$ cat config.mk
export PLATFORM = sky130hd
export DESIGN_NAME = sc_turnarbiter_jug
export DESIGN_NICKNAME = d
export VERILOG_FILES = /design/src/rtl/sc_turnarbiter_jug_pkg.sv /design/src/rtl/sc_fall_detect.sv /design/src/rtl/sc_turnarbiter_jug.sv
export SDC_FILE = /design/constraint.sdc
export NUM_CORES = 1
export LEC_CHECK = 0
export ABC_AREA = 0
export CAP_MARGIN = 20
export CORE_UTILIZATION = 34
export CTS_CLUSTER_DIAMETER = 100
export DETAILED_ROUTE_END_ITERATION = 7
export SLEW_MARGIN = 10
export SYNTH_ARGS = -nofsm -noshare
export SYNTH_HDL_FRONTEND = slang
export SYNTH_HIERARCHICAL = 1
export SYNTH_SLANG_ARGS = --single-unit
$ cat constraint.sdc
create_clock -name SC_TURNARB_CLOCK_50 -period 5.22 [get_ports SC_TURNARB_CLOCK_50]
set_clock_uncertainty 0.1 [all_clocks]
set_input_delay 1.044 -clock SC_TURNARB_CLOCK_50 [delete_from_list [all_inputs] [get_ports SC_TURNARB_CLOCK_50]]
set_output_delay 1.044 -clock SC_TURNARB_CLOCK_50 [all_outputs]
set_load 0.01 [all_outputs]
$ cat src/rtl/sc_turnarbiter_jug_pkg.sv
// sc_turnarbiter_jug_pkg: shared state, shift and turn encodings for the turn arbiter.
package sc_turnarbiter_jug_pkg;
    typedef enum logic [2:0] {
        ST_IDLE    = 3'd0,
        ST_CLEAR   = 3'd1,
        ST_TURN_J1 = 3'd2,
        ST_MOVE_J1 = 3'd3,
        ST_TURN_J2 = 3'd4,
        ST_MOVE_J2 = 3'd5
    } state_t;
    localparam logic [1:0] SHIFT_LEFT  = 2'b01;
    localparam logic [1:0] SHIFT_RIGHT = 2'b10;
    localparam logic [1:0] SHIFT_HOLD  = 2'b11;
    localparam logic [1:0] TURN_NONE   = 2'b00;
    localparam logic [1:0] TURN_J1     = 2'b01;
    localparam logic [1:0] TURN_J2     = 2'b10;
    function automatic logic dir_valid(input logic [1:0] d);
        return (d == SHIFT_LEFT) || (d == SHIFT_RIGHT);
    endfunction
endpackage

$ cat src/rtl/sc_fall_detect.sv
// sc_fall_detect: registered one-cycle pulse on a 1->0 transition of an active-low level.
module sc_fall_detect (
    input  logic clk,
    input  logic rst_n,
    input  logic level,
    output logic fall
);
    logic prev;
    always_ff @(posedge clk or negedge rst_n) begin
        if (!rst_n) begin
            prev <= 1'b1;
            fall <= 1'b0;
        end else begin
            prev <= level;
            fall <= prev & ~level;
        end
    end
endmodule

$ cat src/rtl/sc_turnarbiter_jug.sv
// sc_turnarbiter_jug: alternating-turn scheduler sharing the board shift datapath between two players.
module sc_turnarbiter_jug
    import sc_turnarbiter_jug_pkg::*;
#(
    parameter int MOVES_PER_TURN = 3,
    parameter int TIMEOUT_CYCLES = 50000000,
    parameter int TIMEOUT_W      = 26
) (
    input  logic       SC_TURNARB_CLOCK_50,
    input  logic       SC_TURNARB_RESET_InLow,
    input  logic       SC_TURNARB_startButton_InLow,
    input  logic       SC_TURNARB_jug1Req_InLow,
    input  logic [1:0] SC_TURNARB_jug1Dir_In,
    input  logic       SC_TURNARB_jug2Req_InLow,
    input  logic [1:0] SC_TURNARB_jug2Dir_In,
    output logic       SC_TURNARB_clear_OutLow,
    output logic [1:0] SC_TURNARB_shiftselection_Out,
    output logic [1:0] SC_TURNARB_turn_Out,
    output logic [3:0] SC_TURNARB_moveCount_Out,
    output logic       SC_TURNARB_timeout_Out
);
    localparam logic [TIMEOUT_W-1:0] T_LAST = TIMEOUT_W'(TIMEOUT_CYCLES - 1);
    localparam logic [3:0]           M_LAST = 4'(MOVES_PER_TURN);

    state_t               state;
    logic                 clear_n;
    logic [1:0]           shift;
    logic [1:0]           turn;
    logic [3:0]           count;
    logic [TIMEOUT_W-1:0] timer;
    logic                 timeout;
    logic                 fall1;
    logic                 fall2;
    logic                 owner2;
    logic                 req;
    logic [1:0]           req_dir;

    sc_fall_detect u_fall1 (
        .clk   (SC_TURNARB_CLOCK_50),
        .rst_n (SC_TURNARB_RESET_InLow),
        .level (SC_TURNARB_jug1Req_InLow),
        .fall  (fall1)
    );

    sc_fall_detect u_fall2 (
        .clk   (SC_TURNARB_CLOCK_50),
        .rst_n (SC_TURNARB_RESET_InLow),
        .level (SC_TURNARB_jug2Req_InLow),
        .fall  (fall2)
    );

    // Only the current owner's edge is ever looked at; the other player's edge is dropped.
    assign owner2  = (state == ST_TURN_J2) || (state == ST_MOVE_J2);
    assign req_dir = owner2 ? SC_TURNARB_jug2Dir_In : SC_TURNARB_jug1Dir_In;
    assign req     = (owner2 ? fall2 : fall1) && dir_valid(req_dir);

    always_ff @(posedge SC_TURNARB_CLOCK_50 or negedge SC_TURNARB_RESET_InLow) begin
        if (!SC_TURNARB_RESET_InLow) begin
            state   <= ST_IDLE;
            clear_n <= 1'b1;
            shift   <= SHIFT_HOLD;
            turn    <= TURN_NONE;
            count   <= 4'd0;
            timer   <= '0;
            timeout <= 1'b0;
        end else begin
            clear_n <= 1'b1;
            shift   <= SHIFT_HOLD;
            timeout <= 1'b0;
            if (!SC_TURNARB_startButton_InLow) begin
                state   <= ST_CLEAR;
                clear_n <= 1'b0;
                turn    <= TURN_NONE;
                count   <= 4'd0;
                timer   <= '0;
            end else begin
                case (state)
                    ST_IDLE: begin
                        turn <= TURN_NONE;
                    end
                    ST_CLEAR: begin
                        state <= ST_TURN_J1;
                        turn  <= TURN_J1;
                    end
                    ST_TURN_J1, ST_TURN_J2: begin
                        if (req) begin
                            state <= owner2 ? ST_MOVE_J2 : ST_MOVE_J1;
                            shift <= req_dir;
                            count <= count + 4'd1;
                            timer <= '0;
                        end else if (timer == T_LAST) begin
                            state   <= owner2 ? ST_TURN_J1 : ST_TURN_J2;
                            turn    <= owner2 ? TURN_J1 : TURN_J2;
                            timeout <= 1'b1;
                            count   <= 4'd0;
                            timer   <= '0;
                        end else begin
                            timer <= timer + 1'b1;
                        end
                    end
                    ST_MOVE_J1, ST_MOVE_J2: begin
                        timer <= '0;
                        if (count >= M_LAST) begin
                            state <= owner2 ? ST_TURN_J1 : ST_TURN_J2;
                            turn  <= owner2 ? TURN_J1 : TURN_J2;
                            count <= 4'd0;
                        end else begin
                            state <= owner2 ? ST_TURN_J2 : ST_TURN_J1;
                        end
                    end
                    default: begin
                        state <= ST_IDLE;
                        turn  <= TURN_NONE;
                        count <= 4'd0;
                        timer <= '0;
                    end
                endcase
            end
        end
    end

    assign SC_TURNARB_clear_OutLow       = clear_n;
    assign SC_TURNARB_shiftselection_Out = shift;
    assign SC_TURNARB_turn_Out           = turn;
    assign SC_TURNARB_moveCount_Out      = count;
    assign SC_TURNARB_timeout_Out        = timeout;
endmodule

==> parameters.txt <==
Parameter                              Value

Outcome
  Result of the run ... finished clean

Hold path
  Number of cells on the worst hold path ... 1
  Hold_sp ... u_fall2/prev
  Endpoint of the worst hold path ... u_fall2/fall
  Tightest Hold Check Type ... reg2reg

Timing
  Final hold slack ... 0.401 ns
  Setup repair after global routing missed its margin ... false
  Setup violations, final ... 0
  Post-route setup TNS ... 0 ns
  Max-slew violations ... 0
  Max Fclk ... 301 MHz
  Actual transition at the worst max-transition pin ... 0.998 ns
  Remaining max-slew budget at the tightest pin ... 33.3%
  Post-route fraction of the period consumed by the critical path ... 63.7%
  Period minus WS final ... 3.33 ns
  Final count of hold timing violations ... 0

Floorplanning
  Area of the placeable core ... 0.00635 mm^2
  # rows ... 29
  I/O Pins ... 19
  Die height ... 83.3 um
  Horizontal die dimension ... 83.3 um
  Overall die area ... 0.00694 mm^2
  Starting Density ... 35.4%

Worst setup path
  Reg2Reg Launch Point ... state[1]
  Cell family contributing the most delay on the critical path ... simple AND/OR/NAND/NOR gates
  Cell Chain, Critical Path ... clkdlybuf4s50_1 > o21ai_0 > nor4b_2 > nand2_1 > a41oi_1
  Worst Setup End Kind ... flop
  Data required time at the worst endpoint ... 5.33 ns
  Register-to-register path setup slack ... 2.38 ns
  Type of the setup path with the least slack ... in2reg
  Critical path buffers and inverters ... 1
  Slowest library cell on the worst path ... sky130_fd_sc_hd__nor4b_2
  Worst path arrival time ... 3.43 ns
  Delay contributed by the slowest stage of the critical path ... 0.86 ns
  Maximum fanout along the worst path ... 12
  Startpoint Class ... input pin
  Count of cells along the worst register-to-register path ... 5
  Capture instance of the worst register-to-register path ... SC_TURNARB_moveCount_Out[3]

Drt
  1st-iter DRT viols ... 39
  Routed len/inst ... 13.6 um
  Drt total wl ... 4340 um
  Remaining antenna violation count ... 0
  Drt via density ... 5.20
  Number of iterations in the first detailed-routing pass ... 4
  Overall via count from detail_route ... 1663
  Residual DRC ... 0

Power and ir drop
  Total chip power ... 0.000663 W
  Power per unit of standard cell area ... 257 mW/mm^2
  Worst VDD drop ... 0.000212 V
  Leak pwr ... 1.08 nW

CTS
  Level count of the clock H-tree ... 2
  Clock network latency to the later pin of the worst-skew pair ... 0.29 ns
  Max Root-Sink Buffers ... 2
  Post-CTS Setup Bufs ... 0
  CTS Root Buffer Type ... sky130_fd_sc_hd__clkbuf_8
  Quantity of hold-fixing buffers added after cts ... 0
  Clock-pin slew reported for the worst setup and hold paths after clock tree synthesis ... 0.08 ns
  Total CTS buffers ... 5
  Quantity of gates resized following cts ... 0
  Clock tree sinks ... 43
  TritonCTS clock tree ... yes

Place
  HPWL reported at the end of detailed placement ... 3030 um
  Placed Instances ... 312
  Final Wtd Congestion ... 0.748
  Placed Area ... 0.00248 mm^2
  Port-buffer cells ... 18

Final layout
  Antenna diodes ... 0
  Post-route design area ... 0.00258 mm^2
  Area growth from synthesis to layout ... 14.7%
  Cell Count, Final, Fillers Out ... 320
  Final-stage net count ... 253
  Layout cell share with drive strength beyond 1 ... 10.7%
  Filler Cell Count ... 622

Global route
  Total global routing track utilization ... 13.2%
  Wire length of the first global-routing pass ... 7430 um
  Number of global-route vias before repair ... 1578
  Antenna violations before repair ... 0
  Global-route congestion overflow total ... 0
  Maximum number of pins on one net before global-route repair ... 44

Synth
  Post-synthesis cell type count ... 48
  Ys flop type ... sky130_fd_sc_hd__dfrtp_1
  Sequential share of the synthesized area ... 48.1%
  Number of enable-type register cells in the synthesized netlist ... 0
  Average cell area after synthesis ... 9.95 um^2
  Gate Count Post-Synth ... 226
  Combined area of all synthesized cells ... 0.00225 mm^2
  Async set-or-reset flop fraction in the synthesized netlist ... 100%
  Yosys synthesis warning count ... 6
  Number of register bits inferred by synthesis ... 43
  Net count after synthesis ... 237

Run
  Total of max-cap violations ... 0
-- cells by family (layout without fill, tap and decap cells) --
family	after synthesis	after routing	share of synthesized area, %
buffers and inverters	19	36	3.78
AO/OA/AOI/OAI	32	32	9.40
AND/OR/NAND/NOR	102	102	25.9
XOR/XNOR	23	23	8.96
flip-flops	43	43	48.1
multiplexers	5	5	2.67
adder cells (fa/ha/maj)	2	2	1.11
-- state kept, by name, indices dropped and copies added, names as in the netlist --
name	count
timer	26
SC_TURNARB_moveCount_Out	4
state	3
SC_TURNARB_shiftselection_Out	2
SC_TURNARB_turn_Out	2
SC_TURNARB_clear_OutLow	1
SC_TURNARB_timeout_Out	1
u_fall1/fall	1
u_fall1/prev	1
u_fall2/fall	1
u_fall2/prev	1
-- cells in the final DEF (no fill, tap or decap), types with 8 or more instances in the layout --
master                            count
sky130_fd_sc_hd__clkdlybuf4s50_1     17
sky130_fd_sc_hd__xnor2_1             11
sky130_fd_sc_hd__nand2_1             14
sky130_fd_sc_hd__xor2_1              12
sky130_fd_sc_hd__nand3_1             13
sky130_fd_sc_hd__a21oi_1              8
sky130_fd_sc_hd__dfrtp_1             38
sky130_fd_sc_hd__inv_1                9
sky130_fd_sc_hd__nor2_1              26
-- Yosys cell counts (2+ instances only) --
cell type / instances / area share, %
sky130_fd_sc_hd__or4_1: 2 / 0.67
sky130_fd_sc_hd__nand2_1: 14 / 2.3
sky130_fd_sc_hd__mux2_4: 2 / 1.3
sky130_fd_sc_hd__and2_1: 2 / 0.56
sky130_fd_sc_hd__nor2b_4: 2 / 1.2
sky130_fd_sc_hd__nor3_1: 5 / 1.1
sky130_fd_sc_hd__mux2i_1: 3 / 1.3
sky130_fd_sc_hd__nor3b_1: 4 / 1.3
sky130_fd_sc_hd__clkbuf_1: 4 / 0.67
sky130_fd_sc_hd__inv_1: 9 / 1.5
sky130_fd_sc_hd__nor4_1: 3 / 0.83
sky130_fd_sc_hd__a41oi_1: 2 / 0.78
sky130_fd_sc_hd__nand3b_1: 2 / 0.67
sky130_fd_sc_hd__a21oi_1: 9 / 2.0
sky130_fd_sc_hd__nand4_1: 7 / 1.9
sky130_fd_sc_hd__o211ai_1: 2 / 0.67
sky130_fd_sc_hd__a211oi_1: 3 / 1.0
sky130_fd_sc_hd__nor2_1: 26 / 4.3
sky130_fd_sc_hd__nand3_1: 13 / 2.9
sky130_fd_sc_hd__xor2_1: 12 / 4.7
sky130_fd_sc_hd__o21ai_0: 7 / 1.6
sky130_fd_sc_hd__ha_1: 2 / 1.1
sky130_fd_sc_hd__dfstp_2: 5 / 5.8
sky130_fd_sc_hd__buf_2: 4 / 0.89
sky130_fd_sc_hd__and4_1: 3 / 1.2
sky130_fd_sc_hd__xnor2_1: 11 / 4.3
sky130_fd_sc_hd__nor2b_1: 3 / 0.83
sky130_fd_sc_hd__dfrtp_1: 38 / 42
sky130_fd_sc_hd__or3b_2: 2 / 0.78
sky130_fd_sc_hd__and3_1: 7 / 1.9
-- power breakdown --
part,switching [W],internal (W)
sequential,0.0000121,0.000344
combinational,0.0000425,0.0000356
clock,0.000109,0.000121
-- layer usage --
layer	global-route usage (%)	wire length [um]
met3	3.28	155
met2	21.5	2030
met4	3.76	41
met5	0	0
met1	17.2	2110
-- metrics by stage --
step	setup WS, ns	utilization, %
2_1_floorplan	2.69	-
3_3_place_gp	1.70	39.1
3_5_place_dp	1.59	39.1
4_1_cts	1.91	40.6
5_1_grt	1.72	40.6
6_report	1.89	40.6
-- how the worst max path moves through the flow --
stage / slack, ns / cells past startpoint / to / startpoint
after floorplan: 2.69 / 6 / SC_TURNARB_turn_Out[0] / SC_TURNARB_jug1Dir_In[0]
after global placement: 1.70 / 7 / timer[24] / SC_TURNARB_startButton_InLow
after detailed placement: 1.59 / 5 / SC_TURNARB_moveCount_Out[3] / SC_TURNARB_startButton_InLow
after CTS: 1.91 / 5 / timer[8] / SC_TURNARB_startButton_InLow
after global routing: 1.72 / 5 / timer[23] / SC_TURNARB_startButton_InLow
final: 1.89 / 5 / SC_TURNARB_moveCount_Out[3] / SC_TURNARB_startButton_InLow
-- area by class of cell --
cell class	instances	area, um^2	area share, %
Timing Repair Buffer	19	183	7.08
Multi-Input combinational cell	164	1080	42.0
Clock buffer	8	100	3.88
Sequential cell	43	1080	41.9
Inverter	9	33.8	1.31
Tap cell	77	96.3	3.73
(Power assumes the default switching activity.)
